File: src/rtl/fp_rmul_pkg.sv
// fp_rmul_pkg
//   Shared types and helpers for the fp_rmul_pipe floating-point multiplier.
//   Holds the operand/result class enum, the per-stage header struct, and
//   the constant functions that derive the exponent bias and canonical NaN
//   pattern from the exponent and fraction widths.
//   Optional feature macro used by the multiplier: FP_RMUL_RNE_EN.
package fp_rmul_pkg;

  typedef enum logic [1:0] {
    CLS_ZERO = 2'd0,
    CLS_NORM = 2'd1,
    CLS_INF  = 2'd2,
    CLS_NAN  = 2'd3
  } fp_class_t;

  // Header carried by every pipeline stage. The width-dependent fields
  // (exponent, mantissa/product, tag) wrap this in each module because
  // their widths come from module parameters.
  typedef struct packed {
    logic      sign;
    fp_class_t cls;
  } fp_hdr_t;

  function automatic int fp_bias(input int exp_w);
    return (1 << (exp_w - 1)) - 1;
  endfunction

  // Canonical NaN: positive sign, all-ones exponent, fraction MSB set.
  // Returned in 64 bits; callers narrow it to their word width.
  function automatic logic [63:0] fp_canon_nan(input int exp_w, input int frac_w);
    logic [63:0] exp_ones;
    exp_ones = (64'd1 << exp_w) - 64'd1;
    return (exp_ones << frac_w) | (64'd1 << (frac_w - 1));
  endfunction

  // Subnormals (exp==0, frac!=0) are flushed, so they classify as zero.
  function automatic fp_class_t fp_classify(input logic exp_zero,
                                            input logic exp_ones,
                                            input logic frac_zero);
    if (exp_zero) return CLS_ZERO;
    if (exp_ones) return frac_zero ? CLS_INF : CLS_NAN;
    return CLS_NORM;
  endfunction

  // Class of the product, in special-case priority order:
  // NaN (including zero*Inf), then Inf, then zero.
  function automatic fp_class_t fp_combine(input fp_class_t ca, input fp_class_t cb);
    if (ca == CLS_NAN || cb == CLS_NAN) return CLS_NAN;
    if ((ca == CLS_ZERO && cb == CLS_INF) || (ca == CLS_INF && cb == CLS_ZERO)) return CLS_NAN;
    if (ca == CLS_INF || cb == CLS_INF) return CLS_INF;
    if (ca == CLS_ZERO || cb == CLS_ZERO) return CLS_ZERO;
    return CLS_NORM;
  endfunction

endpackage

File: src/rtl/fp_rmul_norm_round.sv
// fp_rmul_norm_round
//   Purely combinational normalise / round / pack stage of fp_rmul_pipe.
//   Build option: FP_RMUL_RNE_EN defined -> round-to-nearest-even,
//   undefined -> truncation (round toward zero).
// Ports:
//   hdr   in  sign and combined operand class of the product
//   es    in  signed exponent sum ea+eb-bias, EXP_W+2 bits
//   prod  in  unsigned mantissa product {1,fa}*{1,fb}, 2*FRAC_W+2 bits
//   res   out packed result {sign, exp, frac}
module fp_rmul_norm_round import fp_rmul_pkg::*; #(
  parameter int EXP_W  = 5,
  parameter int FRAC_W = 10
) (
  input  fp_hdr_t                  hdr,
  input  logic [EXP_W+1:0]         es,
  input  logic [2*FRAC_W+1:0]      prod,
  output logic [EXP_W+FRAC_W:0]    res
);

  localparam int PW  = 2 * FRAC_W + 2;
  localparam int ESW = EXP_W + 2;
  localparam int W   = 1 + EXP_W + FRAC_W;

  localparam logic [W-1:0]          CANON_NAN = W'(fp_canon_nan(EXP_W, FRAC_W));
  localparam logic signed [ESW-1:0] EXP_ZERO  = '0;
  localparam logic signed [ESW-1:0] EXP_MAX   = ESW'((1 << EXP_W) - 1);

  logic                  msb;
  logic [PW-1:0]         norm;
  logic [FRAC_W-1:0]     frac_t;
  logic [FRAC_W-1:0]     frac_r;
  logic signed [ESW-1:0] es_s;
  logic signed [ESW-1:0] norm_inc;
  logic signed [ESW-1:0] exp_n;
  logic signed [ESW-1:0] exp_r;

  // Normalise: the product of two [1,2) mantissas lies in [1,4). With the
  // MSB set the value is in [2,4) and the exponent gains one; otherwise
  // shift left so the hidden 1 always sits at bit PW-1. The fraction is
  // then the FRAC_W bits right below the hidden 1.
  always_comb begin
    es_s     = $signed(es);
    msb      = prod[PW-1];
    norm     = msb ? prod : (prod << 1);
    frac_t   = FRAC_W'(norm >> (PW - 1 - FRAC_W));
    norm_inc = {{(ESW-1){1'b0}}, msb};
    exp_n    = es_s + norm_inc;
  end

`ifdef FP_RMUL_RNE_EN
  logic                  guard;
  logic                  sticky;
  logic                  round_up;
  logic [FRAC_W:0]       frac_sum;
  logic signed [ESW-1:0] carry_inc;

  // Round to nearest, ties to even. When the increment carries out of the
  // fraction the low FRAC_W bits of the sum are already zero, so only the
  // exponent needs the extra +1.
  always_comb begin
    guard     = norm[PW-2-FRAC_W];
    sticky    = |norm[PW-3-FRAC_W:0];
    round_up  = guard & (sticky | frac_t[0]);
    frac_sum  = {1'b0, frac_t} + {{FRAC_W{1'b0}}, round_up};
    frac_r    = frac_sum[FRAC_W-1:0];
    carry_inc = {{(ESW-1){1'b0}}, frac_sum[FRAC_W]};
    exp_r     = exp_n + carry_inc;
  end
`else
  // Truncation: the bits below the fraction are simply dropped.
  always_comb begin
    frac_r = frac_t;
    exp_r  = exp_n;
  end
`endif

  // Pack, with special results taking priority over the computed value.
  // Underflow flushes to signed zero; overflow saturates to signed Inf.
  always_comb begin
    res = {hdr.sign, exp_r[EXP_W-1:0], frac_r};
    if (hdr.cls == CLS_NAN) begin
      res = CANON_NAN;
    end else if (hdr.cls == CLS_INF) begin
      res = {hdr.sign, {EXP_W{1'b1}}, {FRAC_W{1'b0}}};
    end else if (hdr.cls == CLS_ZERO || exp_r <= EXP_ZERO) begin
      res = {hdr.sign, {(EXP_W+FRAC_W){1'b0}}};
    end else if (exp_r >= EXP_MAX) begin
      res = {hdr.sign, {EXP_W{1'b1}}, {FRAC_W{1'b0}}};
    end
  end

endmodule

File: src/rtl/fp_rmul_pipe.sv
// fp_rmul_pipe
//   Parametrised three-stage valid/ready floating-point multiplier with a
//   tag sideband. S0 unpacks/classifies, S1 multiplies mantissas, S2
//   normalises, rounds and packs. Fixed latency of 3 cycles; the pipeline
//   advances as one unit, so bubbles are carried rather than collapsed.
//   Build option: FP_RMUL_RNE_EN selects round-to-nearest-even (default is
//   truncation); latency and handshake are the same either way.
// Ports:
//   clk        in   rising-edge clock
//   rst        in   synchronous active-low reset
//   in_valid   in   operand pair present
//   in_ready   out  operands accepted this cycle when in_valid is high
//   in_a/in_b  in   operands {sign, exp, frac}
//   in_tag     in   sideband carried with the operation
//   out_valid  out  result present
//   out_ready  in   consumer takes the result
//   out_res    out  product {sign, exp, frac}
//   out_tag    out  sideband aligned with out_res
module fp_rmul_pipe import fp_rmul_pkg::*; #(
  parameter int EXP_W  = 5,
  parameter int FRAC_W = 10,
  parameter int TAG_W  = 4
) (
  input  logic                    clk,
  input  logic                    rst,
  input  logic                    in_valid,
  output logic                    in_ready,
  input  logic [EXP_W+FRAC_W:0]   in_a,
  input  logic [EXP_W+FRAC_W:0]   in_b,
  input  logic [TAG_W-1:0]        in_tag,
  output logic                    out_valid,
  input  logic                    out_ready,
  output logic [EXP_W+FRAC_W:0]   out_res,
  output logic [TAG_W-1:0]        out_tag
);

  localparam int W    = 1 + EXP_W + FRAC_W;
  localparam int MW   = FRAC_W + 1;
  localparam int PW   = 2 * FRAC_W + 2;
  localparam int ESW  = EXP_W + 2;
  localparam int BIAS = fp_bias(EXP_W);

  typedef struct packed {
    fp_hdr_t          hdr;
    logic [ESW-1:0]   es;
    logic [MW-1:0]    ma;
    logic [MW-1:0]    mb;
    logic [TAG_W-1:0] tag;
  } s0_t;

  typedef struct packed {
    fp_hdr_t          hdr;
    logic [ESW-1:0]   es;
    logic [PW-1:0]    prod;
    logic [TAG_W-1:0] tag;
  } s1_t;

  logic              advance;
  logic              s0_v;
  logic              s1_v;
  s0_t               s0_d;
  s0_t               s0_q;
  s1_t               s1_d;
  s1_t               s1_q;
  logic [W-1:0]      res_d;

  logic              sa;
  logic              sb;
  logic [EXP_W-1:0]  ea;
  logic [EXP_W-1:0]  eb;
  logic [FRAC_W-1:0] fa;
  logic [FRAC_W-1:0] fb;
  fp_class_t         ca;
  fp_class_t         cb;

  // The whole pipeline stalls only when a result is waiting and the
  // consumer refuses it; the input side sees exactly that condition.
  assign advance  = !out_valid || out_ready;
  assign in_ready = advance;

  // S0 input decode. The exponent sum is kept signed and two bits wider
  // than a field so that underflow and overflow survive to S2.
  always_comb begin
    {sa, ea, fa} = in_a;
    {sb, eb, fb} = in_b;
    ca           = fp_classify(ea == '0, &ea, fa == '0);
    cb           = fp_classify(eb == '0, &eb, fb == '0);
    s0_d.hdr.sign = sa ^ sb;
    s0_d.hdr.cls  = fp_combine(ca, cb);
    s0_d.es       = {2'b00, ea} + {2'b00, eb} - ESW'(BIAS);
    s0_d.ma       = {1'b1, fa};
    s0_d.mb       = {1'b1, fb};
    s0_d.tag      = in_tag;
  end

  // S1 mantissa multiply; everything else rides along unchanged.
  always_comb begin
    s1_d.hdr  = s0_q.hdr;
    s1_d.es   = s0_q.es;
    s1_d.prod = PW'(s0_q.ma) * PW'(s0_q.mb);
    s1_d.tag  = s0_q.tag;
  end

  fp_rmul_norm_round #(
    .EXP_W  (EXP_W),
    .FRAC_W (FRAC_W)
  ) u_norm_round (
    .hdr  (s1_q.hdr),
    .es   (s1_q.es),
    .prod (s1_q.prod),
    .res  (res_d)
  );

  // Stage-valid bits. Reset drops every in-flight operation.
  always_ff @(posedge clk) begin
    if (!rst) begin
      s0_v      <= 1'b0;
      s1_v      <= 1'b0;
      out_valid <= 1'b0;
    end else if (advance) begin
      s0_v      <= in_valid;
      s1_v      <= s0_v;
      out_valid <= s1_v;
    end
  end

  // Stage data registers; contents are qualified by the valid bits, so
  // they need no reset.
  always_ff @(posedge clk) begin
    if (advance) begin
      s0_q <= s0_d;
      s1_q <= s1_d;
    end
  end

  // Output register. Loaded only from a valid S1 entry so that it holds
  // the last result through bubbles and stays fixed while stalled.
  always_ff @(posedge clk) begin
    if (!rst) begin
      out_res <= '0;
      out_tag <= '0;
    end else if (advance && s1_v) begin
      out_res <= res_d;
      out_tag <= s1_q.tag;
    end
  end

endmodule

File: config.mk
export PLATFORM = sky130hd
export DESIGN_NAME = fp_rmul_pipe
export DESIGN_NICKNAME = d
export VERILOG_FILES = /design/src/rtl/fp_rmul_pkg.sv /design/src/rtl/fp_rmul_norm_round.sv /design/src/rtl/fp_rmul_pipe.sv
export SDC_FILE = /design/constraint.sdc
export NUM_CORES = 1
export LEC_CHECK = 0
export ABC_AREA = 1
export BUFFER_PORTS_ARGS = -buffer_cell sky130_fd_sc_hd__buf_2
export CAP_MARGIN = 5
export CORE_ASPECT_RATIO = 0.75
export CORE_MARGIN = 5
export CORE_UTILIZATION = 25
export DETAILED_ROUTE_END_ITERATION = 10
export PLACE_DENSITY = 0.36
export SLEW_MARGIN = 20
export SYNTH_ARGS = -nofsm -noshare
export SYNTH_HDL_FRONTEND = slang
export SYNTH_SLANG_ARGS = --single-unit
File: constraint.sdc
create_clock -name clk -period 10 [get_ports clk]
set_clock_uncertainty 0.2 [all_clocks]
set_input_delay 1 -clock clk [delete_from_list [all_inputs] [get_ports clk]]
set_output_delay 1 -clock clk [all_outputs]
set_load 0.05 [all_outputs]
==> results.json, run 1 <==
{
  "status": "finished, final reports clean",
  "crit_path_max_fanout": 11,
  "syn_area_per_cell_um2": 8.705,
  "fp.dieH_um": 159.9,
  "cts_buffers": 9,
  "setup_viol": 0,
  "grt_setup_unrepaired": "false",
  "grt_pass1_vias": 5391,
  "ctsLongestPathBuffers": 2,
  "route.detailed.drc": 0,
  "path_class": "reg -> reg",
  "synth.ff_latch_count": 83,
  "routed_wl_mm": 18.17,
  "final_common_cell": "inv_1",
  "synth_area_leaders": "edfxtp_1 24%, fa_1 21%, ha_1 11%",
  "cp.required_ns": 9.91,
  "hold_viol": 0,
  "fin_area_mm2": 0.008444,
  "crit_arrival_ns": 5.20,
  "portBuffers": 61,
  "place_congestion": 0.7819,
  "syn_inst": 860,
  "ff2ff_path_depth": 15,
  "cap_violations": 0,
  "fin_crit_ns": 5.287,
  "power.density_mw_per_mm2": 291.3,
  "io_pins": 62,
  "routed_via_density": 4.020,
  "antenna_found_initial": 0,
  "synth_ff_type": "edfxtp_1",
  "cp-start-kind": "flop",
  "synth_async_sr_flop_share_pct": 0,
  "place_area_mm2": 0.008162,
  "worstSetupEndpointType": "flop",
  "via_count": 5242,
  "synth_edf_count": 60,
  "synth-compound-area-share_pct": 4.730,
  "layout_common_cells": "193 x inv_1, 177 x nand2_1, 80 x fa_1",
  "cts_sinks": 83,
  "cts_setup_buffers": 0,
  "row_count": 54,
  "drt_iter0_drc": 225,
  "groute.usage.overall_pct": 11.34,
  "finalCritPeriodShare_pct": 52.87,
  "drive_above_1_share_pct": 12.28,
  "clkLatencyLatePin_ns": 0.35,
  "wire_per_inst_um": 13.94,
  "ys_warn_count": 0,
  "area_delta_synth_final_pct": 12.80,
  "synth_top_family_by_area": "adder cells",
  "ys_seq_area_share_pct": 30.22,
  "leakage_nw": 4.401,
  "grt-ovfl-total": 0,
  "place_hpwl_mm": 14.70,
  "ys_types": 38,
  "htree_num_levels": 3,
  "total_power_w": 0.002460,
  "core_area_mm2": 0.02932,
  "syn-num-nets": 1047,
  "synth-simple-area-share_pct": 17.85,
  "synthAdderAreaFrac_pct": 32.59,
  "dieArea_mm2": 0.03354,
  "cts_tree": "built",
  "relSlewSlack_pct": 43.69,
  "synth_area_mm2": 0.007486,
  "ctsHoldBuffers": 0,
  "nets": 1094,
  "tns_ns": 0,
  "grt_first_pass_wirelength_mm": 30.18,
  "fmax_mhz": 189.1,
  "holdCritPathClass": "reg -> reg",
  "initial_core_util_pct": 25.53,
  "grt_max_degree": 64,
  "synth-xor-area-share_pct": 1.521,
  "yosysTopAreaCell": "edfxtp_1",
  "fin_util_pct": 28.80,
  "min_delay_path_depth": 0,
  "cts_resized": 0,
  "tightest_slew_ns": 0.8446,
  "clock-root-buffer": "clkbuf_16",
  "antenna_cells": 0,
  "clkTransAtPathRegs_ns": 0.07,
  "ir_drop_mv": 0.1299,
  "first_pass_iters": 4,
  "report.final.slew_viol_count": 0,
  "synthMuxAreaShare_pct": 1.504,
  "postRouteAntennaNets": 0,
  "fp.dieW_um": 209.8,
  "synth_top_area_share_pct": 24.07
}
## state kept, by name (all words and copies together) (netlist names)
signal     flops
s0_q          34
out_valid      1
s1_v           1
out_res       16
s0_v           1
out_tag        4
s1_q          26
## cells in the mapped netlist (2+ instances only)
master      n
edfxtp_1   60
nand2_1   177
nor4_1      5
xnor2_1     4
clkbuf_1   20
or2_2       2
buf_4       2
nand2_2    11
dfxtp_1    23
inv_1     194
nand3_2     2
xor2_1      9
buf_2       2
and3_1      3
ha_1       67
nor2_1     77
nor3_1      8
o21ai_0    31
o21ai_1     3
fa_1       80
nor2_2      2
a21oi_1    29
nand4_1     8
nand3_1    18
mux2_2     10
## layout make-up
cell class / count / area, um2
Tap cell: 392 / 490.5
Clock inverter: 7 / 57.56
Inverter: 195 / 732.0
Sequential cell: 83 / 2262
Multi-Input combinational cell: 555 / 4357
Clock buffer: 9 / 225.2
Timing Repair Buffer: 63 / 320.3
Fill cell: 3194 / 20880
## final timing paths
check	from	to	slack, ns
hold reg to reg	s0_q[29]	s1_q[29]	0.22
setup reg to reg	s0_q[18]	s1_q[25]	4.71
hold / removal	s0_q[29]	s1_q[29]	0.22
setup / recovery	s0_q[18]	s1_q[25]	4.71
## report_power, final
group	switching (W)	internal, W	leakage (nW)	total (W)
clock network	0.000149	0.000172	0.137	0.000321
logic	0.000991	0.000601	3.44	0.00159
registers	0.0000557	0.000492	0.822	0.000547
total	0.00120	0.00126	4.40	0.00246
## per-layer routing
layer	up-vias	routed length (um)	GRT usage, %
met5	-	0	0
met4	0	143	2.312
met3	7	678	2.491
met2	79	6783	14.84
met1	2418	10570	18.63
li1	2738	-	-
## cells by family after synthesis
family	Yosys count
and+or+nand+nor	317
buffers and inverters	222
adders and majority gates	147
DFF	83
AOI/OAI and AO/OA	68
xor gates and xnor gates	13
muxes	10
## critical path: stages, from the launching register on
cell and delay (ns):
edfxtp_1 0.72, nand2_1 0.15, fa_1 0.53, inv_1 0.05, fa_1 0.52, fa_1 0.52
fa_1 0.52, fa_1 0.49, ha_1 0.38, nand2_1 0.13, nor2_1 0.15, nand4_1 0.09
o21ai_1 0.29, nand2_1 0.12, nand3b_1 0.10, nand2_1 0.05
## stage by stage
stage	hold WS (ns)	instances	worst slack, ns
2_1_floorplan	0.2003	860	5.163
3_3_place_gp	0.2019	1288	4.689
3_5_place_dp	0.2045	1288	4.688
4_1_cts	0.2216	1304	4.673
5_1_grt	0.2295	1304	4.237
6_report	0.2189	1304	4.713
Power figures use the tool's default switching activity.
==> run 2, diff against run 1 <==
==> constraint.sdc (replaced) <==
create_clock -name clk -period 5.4 [get_ports clk]
set_clock_uncertainty 0.2 [all_clocks]
set_input_delay 0.54 -clock clk [delete_from_list [all_inputs] [get_ports clk]]
set_output_delay 0.54 -clock clk [all_outputs]
set_load 0.05 [all_outputs]
==> run 2 against run 1 <==
- largest cell class unchanged
- cell count grew 3.2%
- via count rose by 3.2%
- routed wire length is 3.2% higher
==> results.json, run 2 (same netlist as run 1, synthesis figures left out) <==
{
  "status": "finished, final reports clean",
  "routed_wl_mm": 18.76,
  "clock-root-buffer": "clkbuf_16",
  "grt-ovfl-total": 0,
  "multi_input_area_mm2": 0.004360,
  "place_hpwl_mm": 15.23,
  "fin_area_mm2": 0.008766,
  "place_congestion": 0.7561,
  "ir_drop_mv": 0.2818,
  "cts_sinks": 83,
  "clkTransAtPathRegs_ns": 0.07,
  "dieArea_mm2": 0.03354,
  "path_cells": "buf_4, nand2_1, inv_1, fa_1, inv_1, fa_1, fa_1, inv_1, fa_1, ha_1, ha_1, a21oi_1, o21ai_0, inv_1, nor2_1, nor3_1, nand2_1, nand2_1, nand2_1",
  "tns_ns": 0,
  "drt_iter0_drc": 202,
  "worstSetupEndpointType": "flop",
  "area_delta_synth_final_pct": 17.10,
  "drive_above_1_share_pct": 16.25,
  "report.final.slew_viol_count": 0,
  "setup_ws_ns": 0.3431,
  "first_pass_iters": 4,
  "crit_path_max_incr_delay_ns": 0.55,
  "core_area_mm2": 0.02932,
  "postRouteAntennaNets": 0,
  "row_count": 54,
  "critPathTopFamily": "adder cells",
  "r2r_setup_slack_ns": 0.34,
  "cts_tree": "built",
  "largest_reg_flops": 34,
  "cp.required_ns": 5.31,
  "finalCritPeriodShare_pct": 93.65,
  "fp.dieH_um": 159.9,
  "grt_pass1_vias": 5433,
  "fmax_mhz": 197.7,
  "tightest_slew_ns": 0.8530,
  "clkLatencyLatePin_ns": 0.37,
  "regMostFlops": "s0_q",
  "routed_via_density": 4.018,
  "setup_viol": 0,
  "portBuffers": 61,
  "ctsLongestPathBuffers": 2,
  "groute.usage.overall_pct": 11.62,
  "place_area_mm2": 0.008199,
  "nets": 1136,
  "grt_max_degree": 63,
  "antenna_cells": 0,
  "path_class": "reg -> reg",
  "cap_violations": 0,
  "holdCritPathClass": "in -> reg",
  "leakage_nw": 4.604,
  "route.detailed.drc": 0,
  "post-place-ws_ns": 0.1131,
  "top_regs": "s0_q (34), s1_q (26), out_res (16)",
  "area.sequential_mm2": 0.002262,
  "fin_crit_ns": 5.057,
  "initial_core_util_pct": 25.53,
  "crit_path_max_fanout": 8,
  "crit_arrival_ns": 4.97,
  "io_pins": 62,
  "cp-start-kind": "flop",
  "crit_slowest_cell": "fa_1",
  "relSlewSlack_pct": 43.13,
  "fillCellCount": 3212,
  "power.density_mw_per_mm2": 524.6,
  "via_count": 5408,
  "hold_viol": 0,
  "layout_common_cells": "193 x inv_1, 177 x nand2_1, 80 x fa_1",
  "htree_num_levels": 3,
  "wire_per_inst_um": 13.94,
  "antenna_found_initial": 0,
  "final_common_cell": "inv_1",
  "grt_first_pass_wirelength_mm": 30.87,
  "crit_buf_inv": 5,
  "cts_buffers": 9,
  "fp.dieW_um": 209.8
}
## run 2: what timing repair did
item | in CTS | in global routing
hold endpoints to repair | 0 | 0
buffers inserted | 0 | 37
hold buffers | 0 | 0
endpoints found under the setup margin | 0 | 7
resized for setup | 0 | 1
## run 2: stage by stage
| stage | instances | util, % | hold WS, ns | power, W |
|---|---|---|---|---|
| CTS | 1309 | 28.93 | 0.1365 | 0.004651 |
| finish | 1346 | 29.89 | 0.1552 | 0.004599 |
| detailed placement | 1293 | 27.96 | 0.2045 | 0.004009 |
| global route | 1346 | 29.89 | 0.1338 | 0.005192 |
| global placement | 1293 | 27.96 | 0.2032 | 0.004076 |
| floorplan | 860 | - | 0.2003 | 0.003218 |
## run 2: path summary, 6_finish.rpt
kind	from	endpoint	depth (start not counted)
setup / recovery	s0_q[22]	s1_q[25]	19
hold / removal	in_tag[0]	s0_q[0]	1
setup reg to reg	s0_q[22]	s1_q[25]	19
hold reg to reg	s0_q[32]	s1_q[32]	0
## run 2: routing by layer
layer / GRT usage [%] / vias to the layer above / wire (um)
li1: - / 2823 / -
met1: 19.28 / 2511 / 10930
met2: 14.99 / 61 / 7036
met3: 2.373 / 13 / 594
met4: 2.668 / 0 / 201
met5: 0 / - / 0
## run 2: layout make-up
type                    instances  area share [%]
inverters                     195           8.350
multi-input cells             555           49.74
flip-flops and latches         83           25.81
clock inverters                 7          0.6851
clock buffers                   9           2.569
well taps                     392           5.595
repair buffers                105           7.251
## run 2: power by group
part,internal [W],switching [W]
Combinational,0.00114,0.00186
Sequential,0.000910,0.0000842
Clock,0.000319,0.000283
